===== config.mk =====
export PLATFORM = sky130hd
export DESIGN_NAME = branch_target_buffer
export DESIGN_NICKNAME = d
export VERILOG_FILES = /design/src/rtl/branch_target_buffer.sv
export SDC_FILE = /design/constraint.sdc
export NUM_CORES = 2
export LEC_CHECK = 0
export CAP_MARGIN = 15
export CORE_UTILIZATION = 48
export DETAILED_ROUTE_END_ITERATION = 16
export PLACE_DENSITY = 0.67
export SETUP_SLACK_MARGIN = 0.15
export SYNTH_ARGS = -nofsm -noshare
export SYNTH_HDL_FRONTEND = slang
export SYNTH_SLANG_ARGS = --single-unit

===== constraint.sdc =====
create_clock -name clk -period 5.3 [get_ports clk]
set_input_delay 1.06 -clock clk [delete_from_list [all_inputs] [get_ports clk]]
set_output_delay 1.06 -clock clk [all_outputs]
set_load 0.005 [all_outputs]

===== src/rtl/branch_target_buffer.sv =====
// ============================================================================
// Module      : branch_target_buffer
// Description : Direct-mapped BTB with 2-bit saturating direction counters,
//               zero-latency lookup and saturating update statistics.
// Revision    : 1.0 - initial release
// ============================================================================
`default_nettype none

module branch_target_buffer #(
  parameter int ADDR_W  = 32,
  parameter int ENTRIES = 16,
  parameter int STAT_W  = 16
) (
  input  logic              clk,
  input  logic              rst_n,
  input  logic [ADDR_W-1:0] lk_pc,
  output logic              lk_hit,
  output logic              lk_taken,
  output logic [ADDR_W-1:0] lk_target,
  input  logic              upd_en,
  input  logic [ADDR_W-1:0] upd_pc,
  input  logic              upd_taken,
  input  logic [ADDR_W-1:0] upd_target,
  input  logic              upd_mispred,
  input  logic              flush,
  output logic [STAT_W-1:0] upd_cnt,
  output logic [STAT_W-1:0] mispred_cnt
);

  localparam int IDX_W = $clog2(ENTRIES);
  localparam int TAG_W = ADDR_W - IDX_W - 2;

  localparam logic [1:0] CTR_SNT = 2'b00;
  localparam logic [1:0] CTR_WT  = 2'b10;
  localparam logic [1:0] CTR_ST  = 2'b11;

  logic [ENTRIES-1:0] valid_q, valid_d;
  logic [TAG_W-1:0]   tag_q    [ENTRIES];
  logic [TAG_W-1:0]   tag_d    [ENTRIES];
  logic [ADDR_W-1:0]  target_q [ENTRIES];
  logic [ADDR_W-1:0]  target_d [ENTRIES];
  logic [1:0]         ctr_q    [ENTRIES];
  logic [1:0]         ctr_d    [ENTRIES];

  logic [STAT_W-1:0] upd_cnt_q, upd_cnt_d;
  logic [STAT_W-1:0] mispred_cnt_q, mispred_cnt_d;

  logic [IDX_W-1:0] lk_idx, upd_idx;
  logic [TAG_W-1:0] lk_tag, upd_tag;
  logic             upd_hit;

  // Byte-offset bits of a word-aligned PC carry no information.
  logic unused_pc_bits;
  assign unused_pc_bits = ^{lk_pc[1:0], upd_pc[1:0]};

  assign lk_idx  = lk_pc[IDX_W+1:2];
  assign lk_tag  = lk_pc[ADDR_W-1:IDX_W+2];
  assign upd_idx = upd_pc[IDX_W+1:2];
  assign upd_tag = upd_pc[ADDR_W-1:IDX_W+2];

  // Lookup reads the registered array only, so a same-cycle update is not bypassed.
  always_comb begin
    lk_hit    = valid_q[lk_idx] && (tag_q[lk_idx] == lk_tag);
    lk_taken  = lk_hit && ctr_q[lk_idx][1];
    lk_target = lk_hit ? target_q[lk_idx] : '0;
  end

  assign upd_hit = valid_q[upd_idx] && (tag_q[upd_idx] == upd_tag);

  always_comb begin
    valid_d  = valid_q;
    tag_d    = tag_q;
    target_d = target_q;
    ctr_d    = ctr_q;

    if (flush) begin
      valid_d = '0;
    end else if (upd_en) begin
      if (upd_hit) begin
        if (upd_taken) begin
          target_d[upd_idx] = upd_target;
          if (ctr_q[upd_idx] != CTR_ST) begin
            ctr_d[upd_idx] = ctr_q[upd_idx] + 2'd1;
          end
        end else if (ctr_q[upd_idx] != CTR_SNT) begin
          ctr_d[upd_idx] = ctr_q[upd_idx] - 2'd1;
        end
      end else if (upd_taken) begin
        // Allocation evicts whatever occupied this index.
        valid_d[upd_idx]  = 1'b1;
        tag_d[upd_idx]    = upd_tag;
        target_d[upd_idx] = upd_target;
        ctr_d[upd_idx]    = CTR_WT;
      end
    end
  end

  // Statistics keep counting through a flush.
  always_comb begin
    upd_cnt_d     = upd_cnt_q;
    mispred_cnt_d = mispred_cnt_q;
    if (upd_en && (upd_cnt_q != '1)) begin
      upd_cnt_d = upd_cnt_q + STAT_W'(1);
    end
    if (upd_en && upd_mispred && (mispred_cnt_q != '1)) begin
      mispred_cnt_d = mispred_cnt_q + STAT_W'(1);
    end
  end

  always_ff @(posedge clk or negedge rst_n) begin
    if (!rst_n) begin
      valid_q       <= '0;
      upd_cnt_q     <= '0;
      mispred_cnt_q <= '0;
      for (int i = 0; i < ENTRIES; i++) begin
        tag_q[i]    <= '0;
        target_q[i] <= '0;
        ctr_q[i]    <= CTR_SNT;
      end
    end else begin
      valid_q       <= valid_d;
      tag_q         <= tag_d;
      target_q      <= target_d;
      ctr_q         <= ctr_d;
      upd_cnt_q     <= upd_cnt_d;
      mispred_cnt_q <= mispred_cnt_d;
    end
  end

  assign upd_cnt     = upd_cnt_q;
  assign mispred_cnt = mispred_cnt_q;

endmodule

`default_nettype wire


== Word level (Yosys, flattened, before mapping) ==
Cells that the tools add are included.

* Output and inout bits: 66
* Bits of input ports: 102
* Logic and storage cells: 134
* Bits in registers: 1008

* Equal/unequal tests: 7
* Add/sub/neg operators: 4
* Bitwise operators: 8
* Reduce and logical (&&, ||, !) cells: 17
* Magnitude comparators: 6
* Multiplexer cells: 41

{| class="wikitable"
|+ Operators by type and width
! cell !! number
|-
| $bwmux 512 || 1
|-
| $bwmux 416 || 1
|-
| $mux 32 || 9
|-
| $bmux 26 s4 || 2
|-
| $mux 26 || 5
|-
| $bmux 32 s4 || 1
|-
| $demux 32 s4 || 1
|-
| $demux 26 s4 || 1
|-
| $bwmux 32 || 2
|-
| $mux 16 || 4
|-
| $eq 26x26->1 || 2
|-
| $add 16x1->16 const B || 2
|-
| $ne 16x16->1 const B || 2
|-
| $or 16x16->16 || 2
|-
| $and 16x16->16 || 1
|-
| $bmux 2 s4 || 2
|-
| $not 16->16 || 1
|-
| $ge 5x5->1 const B || 2
|-
| $lt 4x5->1 const B || 2
|-
| $mux 2 || 5
|-
| $not 4->5 || 2
|-
| $reduce_bool 2->1 || 5
|-
| $bmux 1 s4 || 2
|-
| $demux 2 s4 || 1
|-
| 13 further kinds || 25
|}

== Longest topological paths before layout ==
* Depth in word-level cells: 9
* Gate-level depth with buffers: 17
* Depth with buffers taken out: 10

== Least setup slack after synthesis ==
OpenSTA, ideal clock, no wires.

* Kind: input-to-output
* From: in lk_pc[2]
* To: out lk_taken
* Cell stages on the path: 9
* Slack: 89 ps
* Data arrival time: 4151 ps
* Data required time: 4240 ps
* Cell sequence: clkbuf_1 -> buf_2 -> buf_2 -> clkbuf_1 -> buf_1 -> buf_1 -> mux4_2 -> mux4_2 -> nor2b_1

* Word-level cells in the longest chain between the ends: 7

{| class="wikitable"
|+ Ends and longest elaborated chain
! item !! line !! RTL
|-
| start: declaration || 16 || <nowiki>input logic [ADDR_W-1:0] lk_pc,</nowiki>
|-
| $not 4->5 (not written as such) || 63, 64 ||
|-
| $bmux 26 s4 || 63 || <nowiki>lk_hit = valid_q[lk_idx] && (tag_q[lk_idx] == lk_tag);</nowiki>
|-
| $mux 26 (not written as such) (2 in a row) || 63 ||
|-
| $eq 26x26->1 || 63 ||
|-
| $logic_and 1x1->1 || 63 ||
|-
| $logic_and 1x1->1 (*) || 64 || <nowiki>lk_taken = lk_hit && ctr_q[lk_idx][1];</nowiki>
|-
| end: declaration || 18 || <nowiki>output logic lk_taken,</nowiki>
|}

Every way passes the cells marked *; elsewhere a longest branch is shown, timed or not. The select of a mux whose other input is x is not followed.

== Worst setup path after layout ==
* From: in lk_pc[2]
* To: out lk_target[18]

* Word-level cells in the longest chain between the ends: 7

{| class="wikitable"
|+ Ends and longest elaborated chain
! item !! line !! RTL
|-
| $not 4->5 (not written as such) || 63, 65 ||
|-
| $bmux 26 s4 || 63 ||
|-
| $mux 26 (not written as such) (2 in a row) || 63 ||
|-
| $eq 26x26->1 || 63 ||
|-
| $logic_and 1x1->1 || 63 ||
|-
| $mux 32 (*) || 65 || <nowiki>lk_target = lk_hit ? target_q[lk_idx] : '0;</nowiki>
|-
| end: declaration || 19 || <nowiki>output logic [ADDR_W-1:0] lk_target,</nowiki>
|}

Marks and branches as above.

==> results_dict.tcl <==
set metrics [dict create \
    run_status "finished, violations left" \
    violated_checks "setup timing" \
    ys_types 62 \
    finalWeightedCongestion 0.858 \
    cts_max_path_buffers 3 \
    cp.arrival_ps 4290 \
    port_buffers 163 \
    fp-row-count 118 \
    synthesis.area_per_instance_um2 15.4 \
    async_flop_share_pct 100 \
    detail_route.iter0.violations 2525 \
    max_clock_freq_ghz 0.187 \
    design_power_total_mw 20.2 \
    dr_total_vias 30700 \
    crit_path_cell_trace "buf_16 -> buf_12 -> mux4_2 -> mux4_2 -> xnor2_2 -> nand4_1 -> nor3_2 -> buf_4 -> nand4_1 -> buf_6 -> buf_16 -> buf_16 -> buf_6 -> buf_6 -> nor2b_4 -> buf_2" \
    slew-limit-headroom_pct 25.9 \
    finish.utilization_pct 56.4 \
    grt_pass1_vias 33100 \
    postLayoutSetupSlackWorst_ps -45.4 \
    drive_above_1_share_pct 50.8 \
    clk_pin_slew_worst_paths_ps 60 \
    synthToLayoutAreaGrowth_pct 16.4 \
    fp.dieW_um 325 \
    reported_leakage_power_nw 26.5 \
    cp_data_required_time_ps 4240 \
    drt_first_pass_iters 7 \
    route.detailed.wl_per_inst_um 28.1 \
    final-setup-viol-count 1 \
    worst_path_max_delay_cell "sky130_fd_sc_hd__mux4_2" \
    postSynthNetCount 3363 \
    gr-usage-all-layers_pct 26.3 \
    synthesis.area_um2 50100 \
    drt.antenna.violating_nets 0 \
    level_count_of_the_clock_h_tree 3 \
    detail_route.vias_per_cell 6.25 \
    post_synthesis_register_bit_count 1008 \
    postSynthCellCount 3257 \
    core_region_area_um2 103000 \
    synth_edf_count 0 \
    clk_root_buffer_cell "sky130_fd_sc_hd__clkbuf_16" \
    die_area_um2 106000 \
    endpoint_kind "output port" \
    grt_antenna_before_repair 6 \
    drt_drc_violations_left 0 \
    critical_path.max_fanout 8 \
    sequential_share_of_the_synthesized_area_pct 50.3 \
    grt.overflow.total 0 \
    clock_insertion_delay_worst_skew_ps 720 \
    hpwl_um 85100 \
    start_kind "input pin" \
    final_period_minus_worst_setup_slack_ps 5350 \
    design.portCount 168 \
    grt_first_pass_wirelength_um 211000 \
    final_nets 3551 \
    grt_setup_unrepaired "true" \
    finClkSkew_ps 37.1 \
    synth-warning-count 0 \
    largest_net_degree_at_the_start_of_global_routing 133 \
    fp.dieH_um 325 \
    peakVddDrop_v 0.000292 \
    powerDensity_nw_per_um2 347 \
    routed_wirelength_um 138000 \
    drv_slew 0 \
    clk_sinks 1008 \
    count_of_final_hold_check_violations 0 \
    hp-class "flip-flop to flip-flop" \
    preCtsSetupSlack_ps -323 \
    number_of_buffers_added_by_the_clock_tree_synthesis_step 109 \
    tightestPinTransition_ps 1110 \
    tritoncts "done" \
    path_class "input pin to output port" \
    fin_crit_sh_pct 101 \
    worst_hold_slack_ps 488 \
    max-cap-violations 0 \
    cp_slowest_stage_delay_ps 540 \
    yosys_most_used_dff "sky130_fd_sc_hd__dfrtp_1" \
    initial_core_util_pct 48.4 \
]
stage by stage:
stage          area, um^2  instances  TNS, ps
2_1_floorplan       50100       3257        0
3_3_place_gp        54300       4688   -10470
3_5_place_dp        54300       4688    -9130
4_1_cts             58300       4907    -84.1
5_1_grt             58400       4911     -270
6_report            58400       4912    -45.4
cells by family after synthesis:
| family | share of synthesized area, % |
|---|---|
| buffers and inverters | 2.99 |
| AND/OR/NAND/NOR | 2.70 |
| flip-flops | 50.3 |
| multiplexers | 40.2 |
| XOR/XNOR | 1.47 |
| AO/OA/AOI/OAI | 2.25 |
| adder cells (fa/ha/maj) | 0.0998 |
synth_stat cells (all sizes together), types with 4 or more instances:
master,count,share of area (%)
nand2b,7,0.087
a22oi,45,0.67
nand2,73,0.59
nand3,33,0.40
ha,4,0.10
mux2,952,21
xnor2,51,0.89
a21oi,7,0.070
and3,10,0.12
o211ai,6,0.090
inv,33,0.25
o21a,14,0.21
o221ai,5,0.087
nor2b,41,0.51
clkbuf,175,1.3
nor4,4,0.050
a221oi,5,0.10
a22o,11,0.19
dfrtp,1008,50
mux2i,106,2.1
nor2,36,0.27
nor3,16,0.16
nand4,23,0.29
o21ai,28,0.28
mux4,371,17
buf,120,1.4
xor2,33,0.58
o22ai,4,0.050
state kept, by name, summed over array words and instances, names as in the netlist:
register,cells
target_q,512
upd_cnt,16
ctr_q,32
mispred_cnt,16
valid_q,16
tag_q,416
critical path: cells and delay by family:
kind                   cells  cell delay [ps]
multiplexers               2             1050
buffers and inverters      9             1190
XOR/XNOR                   1              220
AND/OR/NAND/NOR            4              710
final timing paths:
kind | end | start | depth (start not counted) | slack (ps)
min | ctr_q[30]$_DFFE_PN0P_ | ctr_q[30]$_DFFE_PN0P_ | 1 | 490
min reg2reg | ctr_q[30]$_DFFE_PN0P_ | ctr_q[30]$_DFFE_PN0P_ | 1 | 490
max in group asynchronous | target_q[362]$_DFFE_PN0P_ | rst_n | 2 | 3530
max reg2reg | tag_q[331]$_DFFE_PN0P_ | tag_q[408]$_DFFE_PN0P_ | 12 | 1510
min in group asynchronous | target_q[443]$_DFFE_PN0P_ | rst_n | 1 | 500
max | lk_target[18] | lk_pc[2] | 16 | -50
per-layer routing:
| layer | wire, um | vias up | GRT usage, % |
|---|---|---|---|
| met2 | 67700 | 1048 | 42.9 |
| met3 | 8290 | 284 | 4.43 |
| met1 | 57400 | 16600 | 36.0 |
| met5 | 44 | - | 0 |
| met4 | 4340 | 8 | 8.92 |
| li1 | - | 12700 | - |
layout make-up:
cell class / instances / area (um^2)
fillers: 7955 / 45100
flip-flops and latches: 1008 / 25200
multi-input cells: 1921 / 23600
repair buffers: 372 / 4010
clock buffers: 169 / 3260
well taps: 1380 / 1730
clock inverters: 26 / 374
inverters: 33 / 124
diodes: 3 / 7.51
where the power goes:
| part | switching (mW) | leakage [nW] | total (mW) | internal, mW |
|---|---|---|---|---|
| clock network | 3.14 | 1.78 | 7.73 | 4.59 |
| logic | 1.26 | 11.3 | 3.12 | 1.86 |
| registers | 0.665 | 13.4 | 9.37 | 8.70 |
| total | 5.07 | 26.5 | 20.2 | 15.2 |
what timing repair did:
item / 4_1_cts / 5_1_grt
resized for setup: 166 / 17
endpoints found under the setup margin: 34 / 34
hold buffers: 0 / 0
cloned: 2 / 0
buffers inserted: 22 / 2
pin swaps: 9 / 9
cell usage in the layout, fill, tap and decap left out, types with 45 or more instances in the layout:
master                            Yosys  final
sky130_fd_sc_hd__dfrtp_1           1008   1008
sky130_fd_sc_hd__mux2_2             944    944
sky130_fd_sc_hd__mux4_2             370    370
sky130_fd_sc_hd__buf_4               33    131
sky130_fd_sc_hd__clkdlybuf4s50_1      0    121
sky130_fd_sc_hd__clkbuf_16            0    112
sky130_fd_sc_hd__mux2i_1            106    106
sky130_fd_sc_hd__buf_12               0     62
sky130_fd_sc_hd__nand2_1             64     58
sky130_fd_sc_hd__a22oi_1             45     45
(Power assumes the default switching activity.)
